===== config.mk =====
export PLATFORM = sky130hd
export DESIGN_NAME = ram_loader_arbiter_flat
export DESIGN_NICKNAME = d
export VERILOG_FILES = /design/src/rtl/ram_loader_arbiter_if.sv /design/src/rtl/ram_loader_arbiter.sv /design/src/flat_wrapper.sv
export SDC_FILE = /design/constraint.sdc
export NUM_CORES = 1
export LEC_CHECK = 0
export BUFFER_PORTS_ARGS = -buffer_cell sky130_fd_sc_hd__buf_2
export CORE_ASPECT_RATIO = 1.75
export CORE_MARGIN = 5
export CORE_UTILIZATION = 47
export DETAILED_ROUTE_END_ITERATION = 12
export PLACE_DENSITY = 0.8
export SLEW_MARGIN = 15
export SYNTH_ARGS = -nofsm -noshare
export SYNTH_HDL_FRONTEND = slang
export SYNTH_SLANG_ARGS = --single-unit

===== constraint.sdc =====
create_clock -name clk -period 1.8 [get_ports clk]
set_input_delay 0.09 -clock clk [delete_from_list [all_inputs] [get_ports clk]]
set_output_delay 0.09 -clock clk [all_outputs]
set_load 0.02 [all_outputs]

===== src/rtl/ram_loader_arbiter_if.sv =====
// Byte-stream handshake between the program loader (master) and the RAM arbiter (slave).
interface ram_loader_arbiter_if #(
    parameter int DW = 8
);
    logic          ld_valid;
    logic [DW-1:0] ld_data;
    logic          ld_last;
    logic          ld_ready;

    modport master (output ld_valid, ld_data, ld_last, input ld_ready);
    modport slave  (input ld_valid, ld_data, ld_last, output ld_ready);
endinterface


===== src/rtl/ram_loader_arbiter.sv =====
// Owns the single program-RAM port: passes CPU traffic through when idle, otherwise halts
// the CPU and streams loader bytes into RAM from address 0 upward.
module ram_loader_arbiter #(
    parameter int DW          = 8,
    parameter int AW          = 4,
    parameter int DEPTH       = 16,
    parameter int HALT_CYCLES = 2
) (
    input  logic                   clk,
    input  logic                   rst,
    input  logic                   load_start_i,
    ram_loader_arbiter_if.slave    ld,
    input  logic [AW-1:0]          cpu_addr_i,
    input  logic [DW-1:0]          cpu_data_i,
    input  logic                   cpu_rw_i,
    input  logic                   cpu_ro_i,
    output logic                   cpu_halt_o,
    output logic [AW-1:0]          ram_addr_o,
    output logic [DW-1:0]          ram_data_in_o,
    output logic                   ram_rw_o,
    output logic                   ram_ro_o,
    output logic                   load_done_o,
    output logic [AW:0]            load_count_o
);

    localparam int HCW = (HALT_CYCLES > 1) ? $clog2(HALT_CYCLES) : 1;

    typedef enum logic [2:0] {
        IDLE,
        HALT,
        LOAD,
        FLUSH,
        DONE
    } state_e;

    state_e         state_q, state_d;
    logic [HCW-1:0] halt_cnt_q, halt_cnt_d;
    logic [AW-1:0]  ptr_q, ptr_d;
    logic [AW:0]    count_q, count_d;
    logic [AW-1:0]  wr_addr_q, wr_addr_d;
    logic [DW-1:0]  wr_data_q, wr_data_d;
    logic           wr_en_q, wr_en_d;

    always_ff @(posedge clk) begin
        if (rst) begin
            state_q    <= IDLE;
            halt_cnt_q <= '0;
            ptr_q      <= '0;
            count_q    <= '0;
            wr_addr_q  <= '0;
            wr_data_q  <= '0;
            wr_en_q    <= 1'b0;
        end else begin
            state_q    <= state_d;
            halt_cnt_q <= halt_cnt_d;
            ptr_q      <= ptr_d;
            count_q    <= count_d;
            wr_addr_q  <= wr_addr_d;
            wr_data_q  <= wr_data_d;
            wr_en_q    <= wr_en_d;
        end
    end

    always_comb begin
        state_d    = state_q;
        halt_cnt_d = halt_cnt_q;
        ptr_d      = ptr_q;
        count_d    = count_q;
        wr_addr_d  = wr_addr_q;
        wr_data_d  = wr_data_q;
        wr_en_d    = wr_en_q;
        case (state_q)
            IDLE: begin
                if (load_start_i) begin
                    state_d    = HALT;
                    halt_cnt_d = '0;
                    ptr_d      = '0;
                    count_d    = '0;
                    wr_en_d    = 1'b0;
                end
            end
            HALT: begin
                ptr_d = '0;
                if (halt_cnt_q == HCW'(HALT_CYCLES - 1)) begin
                    state_d = LOAD;
                end else begin
                    halt_cnt_d = halt_cnt_q + HCW'(1);
                end
            end
            LOAD: begin
                // The last RAM word ends the load even without ld_last, so ptr never wraps onto address 0.
                if (ld.ld_valid) begin
                    wr_addr_d = ptr_q;
                    wr_data_d = ld.ld_data;
                    wr_en_d   = 1'b1;
                    ptr_d     = ptr_q + AW'(1);
                    count_d   = count_q + (AW+1)'(1);
                    if (ld.ld_last || (ptr_q == AW'(DEPTH - 1))) begin
                        state_d = FLUSH;
                    end
                end else begin
                    wr_en_d = 1'b0;
                end
            end
            FLUSH: begin
                wr_en_d = 1'b0;
                state_d = DONE;
            end
            DONE: begin
                state_d = IDLE;
            end
            default: begin
                state_d = IDLE;
            end
        endcase
    end

    always_comb begin
        ld.ld_ready  = (state_q == LOAD) && !rst;
        load_done_o  = (state_q == DONE) && !rst;
        cpu_halt_o   = (state_q != IDLE);
        load_count_o = count_q;
        if (state_q == IDLE) begin
            ram_addr_o    = cpu_addr_i;
            ram_data_in_o = cpu_data_i;
            ram_rw_o      = cpu_rw_i;
            ram_ro_o      = cpu_ro_i;
        end else begin
            ram_addr_o    = wr_addr_q;
            ram_data_in_o = wr_data_q;
            ram_rw_o      = ~wr_en_q;
            ram_ro_o      = 1'b0;
        end
        // The RAM writes on any edge with RW low, so reset must pull it high without waiting for the registers.
        if (rst) begin
            ram_rw_o = 1'b1;
            ram_ro_o = 1'b0;
        end
    end

endmodule


===== src/flat_wrapper.sv =====
// flat-port wrapper written by rule: the top's interface ports become plain ports
module ram_loader_arbiter_flat 
#(
    parameter int DW          = 8,
    parameter int AW          = 4,
    parameter int DEPTH       = 16,
    parameter int HALT_CYCLES = 2
)
  (clk, rst, load_start_i, cpu_addr_i, cpu_data_i, cpu_rw_i, cpu_ro_i, cpu_halt_o, ram_addr_o, ram_data_in_o, ram_rw_o, ram_ro_o, load_done_o, load_count_o, ld_ld_valid, ld_ld_data, ld_ld_last, ld_ld_ready);
  ram_loader_arbiter_if #(.DW(DW)) ld_i ();
  input  logic clk;
  input  logic rst;
  input  logic load_start_i;
  input  logic [AW-1:0] cpu_addr_i;
  input  logic [DW-1:0] cpu_data_i;
  input  logic cpu_rw_i;
  input  logic cpu_ro_i;
  output logic cpu_halt_o;
  output logic [AW-1:0] ram_addr_o;
  output logic [DW-1:0] ram_data_in_o;
  output logic ram_rw_o;
  output logic ram_ro_o;
  output logic load_done_o;
  output logic [AW:0] load_count_o;
  input wire logic [$bits(ld_i.ld_valid)-1:0] ld_ld_valid;
  input wire logic [$bits(ld_i.ld_data)-1:0] ld_ld_data;
  input wire logic [$bits(ld_i.ld_last)-1:0] ld_ld_last;
  output wire logic [$bits(ld_i.ld_ready)-1:0] ld_ld_ready;
  assign ld_i.ld_valid = ld_ld_valid;
  assign ld_i.ld_data = ld_ld_data;
  assign ld_i.ld_last = ld_ld_last;
  assign ld_ld_ready = ld_i.ld_ready;
  ram_loader_arbiter #(.DW(DW), .AW(AW), .DEPTH(DEPTH), .HALT_CYCLES(HALT_CYCLES)) u_core (.clk(clk), .rst(rst), .load_start_i(load_start_i), .ld(ld_i), .cpu_addr_i(cpu_addr_i), .cpu_data_i(cpu_data_i), .cpu_rw_i(cpu_rw_i), .cpu_ro_i(cpu_ro_i), .cpu_halt_o(cpu_halt_o), .ram_addr_o(ram_addr_o), .ram_data_in_o(ram_data_in_o), .ram_rw_o(ram_rw_o), .ram_ro_o(ram_ro_o), .load_done_o(load_done_o), .load_count_o(load_count_o));
endmodule

======== Word level (Yosys, flattened, before mapping) ========
Index checks and enable logic that the tools add are counted.
storage, ports and cells
  flip-flop bits (word level) ............. 26
  input port bits ......................... 27
  output and inout bits ................... 22
  word-level logic and storage cells ...... 58
operators by class
  add/subtract/negate cells ............... 3
  eq/ne operators ......................... 9
  muxes and demuxes ....................... 22
  bitwise logic cells ..................... 1
  reductions and logical operators ........ 16
operators with widths
  cell                 number
  $mux 3               4
  $mux 4               3
  $pmux 3 s4           1
  $pmux 4 s3           1
  $mux 5               2
  $pmux 5 s2           1
  $reduce_bool 3->1    3
  $mux 8               1
  $mux 1               7
  $eq 3x2->1 const B   2
  $reduce_and 2->1     3
  $reduce_and 3->1     2
  $add 5x1->5 const B  1
  $add 4x1->4 const B  1
  $eq 4x4->1 const B   1
  $ne 2x1->1 const B   2
  $ne 2x2->1 const B   2
  $reduce_and 4->1     1
  $reduce_bool 2->1    2
  $eq 3x1->1 const B   1
  $eq 3x3->1 const B   1
  $logic_not 3->1      1
  $pmux 1 s3           1
  $logic_and 1x1->1    2
  5 further kinds      5

======== Depth between registers and ports, before layout ========
Gate-level depths: netlist (run 1).
  word-level depth ........................ 5
  mapped depth ............................ 6

======== Least setup slack after synthesis (run 1) ========
OpenSTA, ideal clock, no wires.
  path type ............................... reg-to-output
  start ................................... reg u_core.state_q[2]
  end ..................................... out ram_ro_o
  data arrival time ....................... 1638 ps
  slack ................................... 72 ps
  cell stages (with the launch flop) ...... 6
  path buffers ............................ 2
  cells stage by stage .................... dfxtp_1 -> buf_2 -> nor3_4 -> buf_2 -> inv_2 -> nor3b_1
on the way
  longest elaborated chain between the ends .. 3
RTL lines
  what                      line                       source
  start: declaration        ram_loader_arbiter.sv:36   state_e state_q, state_d;
  start signal: assignment  ram_loader_arbiter.sv:54   state_q <= state_d;
  $logic_not 3->1           ram_loader_arbiter.sv:123  if (state_q == IDLE) begin
  $mux 1                    ram_loader_arbiter.sv:123
  $mux 1                    ram_loader_arbiter.sv:135  if (rst) begin
  end: declaration          flat_wrapper.sv:22         output logic ram_ro_o;
No other way between the ends.

======== Final worst setup path (run 1) ========
  start ................................... reg u_core.state_q[0]
  end ..................................... out ram_addr_o[0]
on the way
  longest elaborated chain between the ends .. 2
RTL lines
  what              line                       source
  $logic_not 3->1   ram_loader_arbiter.sv:123
  $mux 4            ram_loader_arbiter.sv:123
  end: declaration  flat_wrapper.sv:19         output logic [AW-1:0] ram_addr_o;
No other way between the ends.

==> out/results.tsv, run 1 <==
stage	metric	value	unit
worst_setup_path	worstSetupPathType	reg -> out	
finish	drive_above_1_share	0.326	
global_routing	grt_start_max_net_pins	31	
synth	yosys_register_bits	26	
worst_setup_path	rr_worst_depth	4	
timing	fin_skew	0.899	ps
worst_setup_path	worstSetupEndpointType	output port	
synth	synth-edff-count	0	
finish	nets	224	
timing	finalHoldViolCount	0	
synth	syn_avg_cell_area	8.55	µm²
finish	area_growth	24.4	%
finish	diodes	0	
clock_tree	root_buffer	clkbuf_8	
clock_tree	cts_tree	done	
worst_hold_path	hold_depth	3	
floorplanning	dieArea	3850	µm²
timing	layout_setup_ws	113	ps
worst_setup_path	cp-startpoint	u_core.state_q[0]	
clock_tree	clock_path_buffers	2	
placed_design	hpwl	2.40	mm
clock_tree	clkSlewWorstSetupHoldPaths	80	ps
clock_tree	h-tree-depth	1	
global_routing	antenna_found_initial	0	
routing	drc	0	
worst_setup_path	endpoint	ram_addr_o[0]	
worst_setup_path	cp-start-kind	flop	
clock_tree	cts.sinks	26	
global_routing	gr-usage-met3	0.0492	
worst_setup_path	reg2reg_slack	260	ps
floorplanning	fp.dieH	78.4	µm
routing	firstDrtPassIters	4	
placed_design	gp_congestion	0.898	
synth	synthCells	147	
synth	ys_async_sr_fraction	0	
timing	finalCriticalPeriod	1690	ps
global_routing	met2_usage	0.302	
clock_tree	postCtsSetupRepairBufs	0	
worst_setup_path	critPathMaxFanout	15	
routing	viasPerCell	5.72	
worst_setup_path	crit_path_cell_trace	nor3_4 > buf_6 > mux2_1 > buf_2	
power_and_ir_drop	seqPwrFrac	0.510	
routing	drtAntennaViolNets	0	
floorplanning	start_util	0.499	
routing	num_vias	1252	
flow_run	maxCapViolCount	0	
power_and_ir_drop	power	1.17	mW
routing	wl_per_cell	14.5	µm
synth	seq_area_frac_synth	0.414	
routing	drt-total-wl	3.17	mm
timing	finalMaxSlewViolations	0	
worst_hold_path	min_path_type	in -> reg	
status	status	finished, final reports clean	
synth	ys_warn_count	0	
worst_setup_path	slowest_delay	400	ps
timing	clock.fmax	0.593	GHz
global_routing	grt_overflow	0	
power_and_ir_drop	power_density	745	nW/µm²
finish	multi_input_area	676	µm²
timing	setup-tns-final	0	ps
power_and_ir_drop	pwr-share-comb	0.212	
synth	yosysUniqueCellTypes	34	
synth	netlist_area	1260	µm²
routing	drtIter0Drc	37	
placed_design	port_buffers	48	
clock_tree	hold_buffers	0	
clock_tree	post_cts_resized	0	
worst_setup_path	slowest_stage	dfxtp_1	
timing	slew_headroom	0.640	
power_and_ir_drop	switching_share	0.279	
timing	min_period_over_period	0.937	
global_routing	grt_first_pass_wirelength	5.39	mm
synth	synthesis.nets	176	
synth	synth_ff_type	dfxtp_1	
finish	regArea	522	µm²
floorplanning	core_area	2520	µm²
floorplanning	rows	24	
timing	worstMarginPinSlew	540	ps
global_routing	grt_pass1_vias	1261	
worst_setup_path	cp_data_required_time	1710	ps
finish	finish.utilization	0.620	
placed_design	post-place-ws	263	ps
global_routing	grt_busiest_layer	met2	
timing	rsz0062_at_grt	no	
finish	fill_cells	227	
floorplanning	die_w	49.1	µm
power_and_ir_drop	ir_worst_vdd	0.000508	V
worst_setup_path	timing.rr.end	u_core.load_count_o[4]	
clock_tree	numCtsBuffers	3	
global_routing	use_met1	0.167	
power_and_ir_drop	power.leakage	0.672	nW
power_and_ir_drop	p_switching	0.325	mW
global_routing	grt_use_total	0.171	
clock_tree	clock_latency	270	ps
worst_setup_path	r2r_start	u_core.state_q[0]	
timing	finalSetupViolations	0	
floorplanning	num_io_pins	49	
power_and_ir_drop	power.share.clock	0.278	
worst_setup_path	worstPathArrival	1600	ps
power_and_ir_drop	p_int	0.840	mW
layout make-up:
type                    count  area share
repair buffers             53       0.180
inverters                   3     0.00720
clock buffers               3      0.0264
multi-input cells         108       0.432
flip-flops and latches     26       0.334
well taps                  26      0.0208
cells by family (layout without fill, tap and decap cells):
family	Yosys count	count (layout)	synth area share
xor gates and xnor gates	1	1	0.00697
AOI/OAI and AO/OA	36	36	0.186
muxes	12	12	0.107
and+or+nand+nor	57	57	0.217
DFF	26	26	0.414
buffers and inverters	13	59	0.0487
adders and majority gates	2	2	0.0199
synthesized netlist by cell type, types with 2 or more instances:
library cell	n	area [µm²]
nand2_1	31	116
dfxtp_1	26	521
a21oi_1	21	105
mux2_1	12	135
nor2_1	10	37.5
buf_2	4	20.0
clkbuf_1	4	15.0
inv_2	3	11.3
nand3_1	3	15.0
a211oi_1	2	15.0
a311oi_1	2	17.5
buf_4	2	15.0
ha_1	2	25.0
nand2b_1	2	12.5
nand4_1	2	12.5
nor3_1	2	10.0
o21ai_0	2	10.0
state kept, by name, summed over array words and instances (netlist names):
register	count
u_core.load_count_o	5
u_core.wr_data_q	8
u_core.wr_addr_q	4
u_core.state_q	3
u_core.ptr_q	4
u_core.halt_cnt_q	1
u_core.wr_en_q	1
through the flow:
stage                     cell area [µm²]  hold WS (ps)  std cells
after floorplan                      1260           207        147
after global placement               1520           332        216
after detailed placement             1520           338        216
after CTS                            1560          44.4        219
after global routing                 1560          61.9        219
final                                1560          45.9        219
how the worst min path moves through the flow:
stage | from | endpoint | slack (ps)
after floorplan | load_start_i | u_core.load_count_o[4] | 210
after global placement | ld_ld_data[5] | u_core.wr_data_q[5] | 330
after detailed placement | ld_ld_data[5] | u_core.wr_data_q[5] | 340
after CTS | ld_ld_data[5] | u_core.wr_data_q[5] | 40
after global routing | ld_ld_data[6] | u_core.wr_data_q[6] | 60
final | ld_ld_data[6] | u_core.wr_data_q[6] | 50
per-layer routing:
layer  vias to the layer above  part of all wire
li1                        613                 -
met1                       573              0.38
met2                        55              0.51
met3                        11             0.072
met4                         0             0.032
met5                         -                 0
worst max-delay path, delay by kind of cell (launching register included):
kind	cells	cell delay, ps
flip-flops	1	400
multiplexers	1	350
buffers and inverters	2	360
AND/OR/NAND/NOR	1	210
power groups by stage:
stage,Sequential (mW),Clock (mW),Combinational [mW]
finish,0.594,0.324,0.247
global route,0.596,0.351,0.268
CTS,0.594,0.333,0.246
detailed placement,0.608,0,0.245
global placement,0.607,0,0.240
floorplan,0.606,0,0.157
cells in the final DEF (no fill, tap or decap), types with 2 or more instances in the layout:
master / count
a311oi_1: 2
nor3_1: 2
dfxtp_1: 25
nand4_1: 2
buf_2: 48
clkbuf_8: 3
mux2_1: 12
o21ai_0: 2
inv_2: 3
nand2b_1: 2
nand2_1: 31
a211oi_1: 2
ha_1: 2
nand3_1: 3
a21oi_1: 21
buf_4: 4
nor2_1: 10
(Power assumes the default switching activity.)
==> run 2: changes to the inputs <==
==> constraint.sdc (replaced) <==
create_clock -name clk -period 1.9 [get_ports clk]
set_input_delay 0.095 -clock clk [delete_from_list [all_inputs] [get_ports clk]]
set_output_delay 0.095 -clock clk [all_outputs]
set_load 0.02 [all_outputs]
==> run 2 against run 1 <==
Net effect: register-to-register slack improved by 60 ps; cell area fell by 0.32%; sequential share of layout area hardly changed; wire length down 1.5%; critical path depth is the same; largest cell class unchanged; highest routed layer unchanged.
==> out/results.tsv, run 2 (same netlist as run 1, synthesis figures left out) <==
stage	metric	value	unit	change
status	status	finished, final reports clean		unchanged
power_and_ir_drop	power.leakage	0.670	nW	was 0.672 nW
routing	viasPerCell	5.64		was 5.72
power_and_ir_drop	power_density	702	nW/µm²	was 745 nW/µm²
finish	nets	224		unchanged
timing	rsz0062_at_grt	no		unchanged
timing	finalMaxSlewViolations	0		unchanged
worst_setup_path	r2r_start	u_core.state_q[0]		unchanged
global_routing	grt_first_pass_wirelength	5.24	mm	was 5.39 mm
routing	num_vias	1235		was 1252
placed_design	port_buffers	48		unchanged
clock_tree	hold_buffers	0		unchanged
global_routing	grt_pass1_vias	1171		was 1261
finish	multi_input_area	676	µm²	unchanged
timing	setup-tns-final	0	ps	unchanged
finish	area_growth	24.0	%	was 24.4%
timing	finalHoldViolCount	0		unchanged
routing	drtAntennaViolNets	0		unchanged
power_and_ir_drop	ir_worst_vdd	0.000369	V	was 0.000508 V
clock_tree	cts.sinks	26		unchanged
worst_setup_path	rr_worst_depth	4		unchanged
global_routing	grt_use_total	0.164		was 0.171
routing	drc	0		unchanged
worst_setup_path	worstSetupPathType	reg -> out		unchanged
routing	firstDrtPassIters	4		unchanged
routing	drtIter0Drc	33		was 37
finish	fill_cells	235		was 227
clock_tree	clock_latency	260	ps	was 270 ps
finish	regArea	520	µm²	was 522 µm²
placed_design	post-place-ws	331	ps	was 263 ps
placed_design	hpwl	2.40	mm	about the same
clock_tree	postCtsSetupRepairBufs	0		unchanged
clock_tree	root_buffer	clkbuf_8		unchanged
floorplanning	core_area	2520	µm²	unchanged
worst_setup_path	reg2reg_slack	320	ps	was 260 ps
floorplanning	die_w	49.1	µm	unchanged
finish	design_area	1560	µm²	about the same
floorplanning	fp.dieH	78.4	µm	unchanged
finish	diodes	0		unchanged
worst_hold_path	min_path_type	in -> reg		unchanged
worst_setup_path	endpoint	ram_addr_o[0]		unchanged
global_routing	grt_overflow	0		unchanged
floorplanning	rows	24		unchanged
worst_setup_path	worstSetupEndpointType	output port		unchanged
clock_tree	clock_path_buffers	2		unchanged
global_routing	grt_busiest_layer	met2		unchanged
routing	wl_per_cell	14.2	µm	was 14.5 µm
timing	worstMarginPinSlew	543	ps	was 540 ps
timing	layout_setup_ws	152	ps	was 113 ps
global_routing	grt_start_max_net_pins	31		unchanged
timing	finalCriticalPeriod	1750	ps	
timing	min_period_over_period	0.920		
finish	drive_above_1_share	0.321		was 0.326
worst_setup_path	critPathMaxFanout	15		unchanged
global_routing	met2_usage	0.301		was 0.302
clock_tree	post_cts_resized	0		unchanged
placed_design	gp_congestion	0.899		was 0.898
global_routing	antenna_found_initial	0		unchanged
timing	slew_headroom	0.638		was 0.640
worst_setup_path	cp_data_required_time	1800	ps	was 1710 ps
clock_tree	numCtsBuffers	3		unchanged
placed_design	place_area	1520	µm²	unchanged
routing	drt-total-wl	3.12	mm	was 3.17 mm
global_routing	gr-usage-met3	0.0379		was 0.0492
global_routing	use_met1	0.175		was 0.167
floorplanning	start_util	0.499		unchanged
floorplanning	dieArea	3850	µm²	unchanged
finish	largest_register_ffs	8		unchanged
timing	fin_skew	1.21	ps	was 0.899 ps
finish	largest_register	u_core.wr_data_q		unchanged
worst_setup_path	cp-startpoint	u_core.state_q[2]		was u_core.state_q[0]
finish	final_cell_mix	buf_2 (48), nand2_1 (31), dfxtp_1 (26)		was buf_2 (48), nand2_1 (31), dfxtp_1 (25)
worst_setup_path	cp-start-kind	flop		unchanged
power_and_ir_drop	power	1.09	mW	was 1.17 mW
flow_run	maxCapViolCount	0		unchanged
worst_setup_path	timing.rr.end	u_core.load_count_o[4]		unchanged
timing	clock.fmax	0.572	GHz	
clock_tree	cts_tree	done		unchanged
worst_setup_path	worstPathArrival	1650	ps	was 1600 ps
floorplanning	num_io_pins	49		unchanged
clock_tree	h-tree-depth	1		unchanged
clock_tree	clkSlewWorstSetupHoldPaths	80	ps	about the same
timing	finalSetupViolations	0		unchanged
finish	layout_commonest_cell	buf_2		unchanged
-- run 2: cell counts in the layout (fill, tap and decap cells not counted) --
Identical to the previous run, type by type.
-- run 2: power by group --
group / total [mW] / switching, mW / internal [mW]
sequential: 0.564 / 0.0114 / 0.552
clock: 0.299 / 0.157 / 0.142
combinational: 0.231 / 0.132 / 0.0986
total: 1.09 / 0.301 / 0.793
-- run 2: worst max-delay path: stages, from the launching register on --
cell	delay, ps
dfxtp_1	420
nor3_4	210
buf_4	250
mux2_1	350
buf_2	160
-- run 2: layout make-up --
class | instances | share of cell area
multi-input combinational | 108 | 0.433
sequential | 26 | 0.334
timing repair buffer | 53 | 0.178
clock buffer | 3 | 0.0265
tap | 26 | 0.0209
inverter | 3 | 0.00722
-- run 2: stage by stage --
stage,util,hold WS (ps),instances
after floorplan,-,212,147
after global placement,0.602,337,216
after detailed placement,0.602,344,216
after CTS,0.618,61.3,219
after global routing,0.618,71.2,219
final,0.618,62.0,219
-- run 2: per-layer routing --
metal,part of all wire,wire length (µm)
met5,0,0
met4,0.0087,27
met3,0.073,229
met2,0.54,1690
met1,0.38,1180
-- run 2: how the worst min path moves through the flow --
stage	endpoint	slack (ps)	start	cells past startpoint
final	u_core.wr_data_q[6]	60	ld_ld_data[6]	3
after global routing	u_core.wr_data_q[4]	70	ld_ld_data[4]	3
after CTS	u_core.wr_data_q[6]	60	ld_ld_data[6]	3
after detailed placement	u_core.wr_data_q[6]	340	ld_ld_data[6]	3
after global placement	u_core.wr_data_q[5]	340	ld_ld_data[5]	3
after floorplan	u_core.load_count_o[4]	210	load_start_i	1
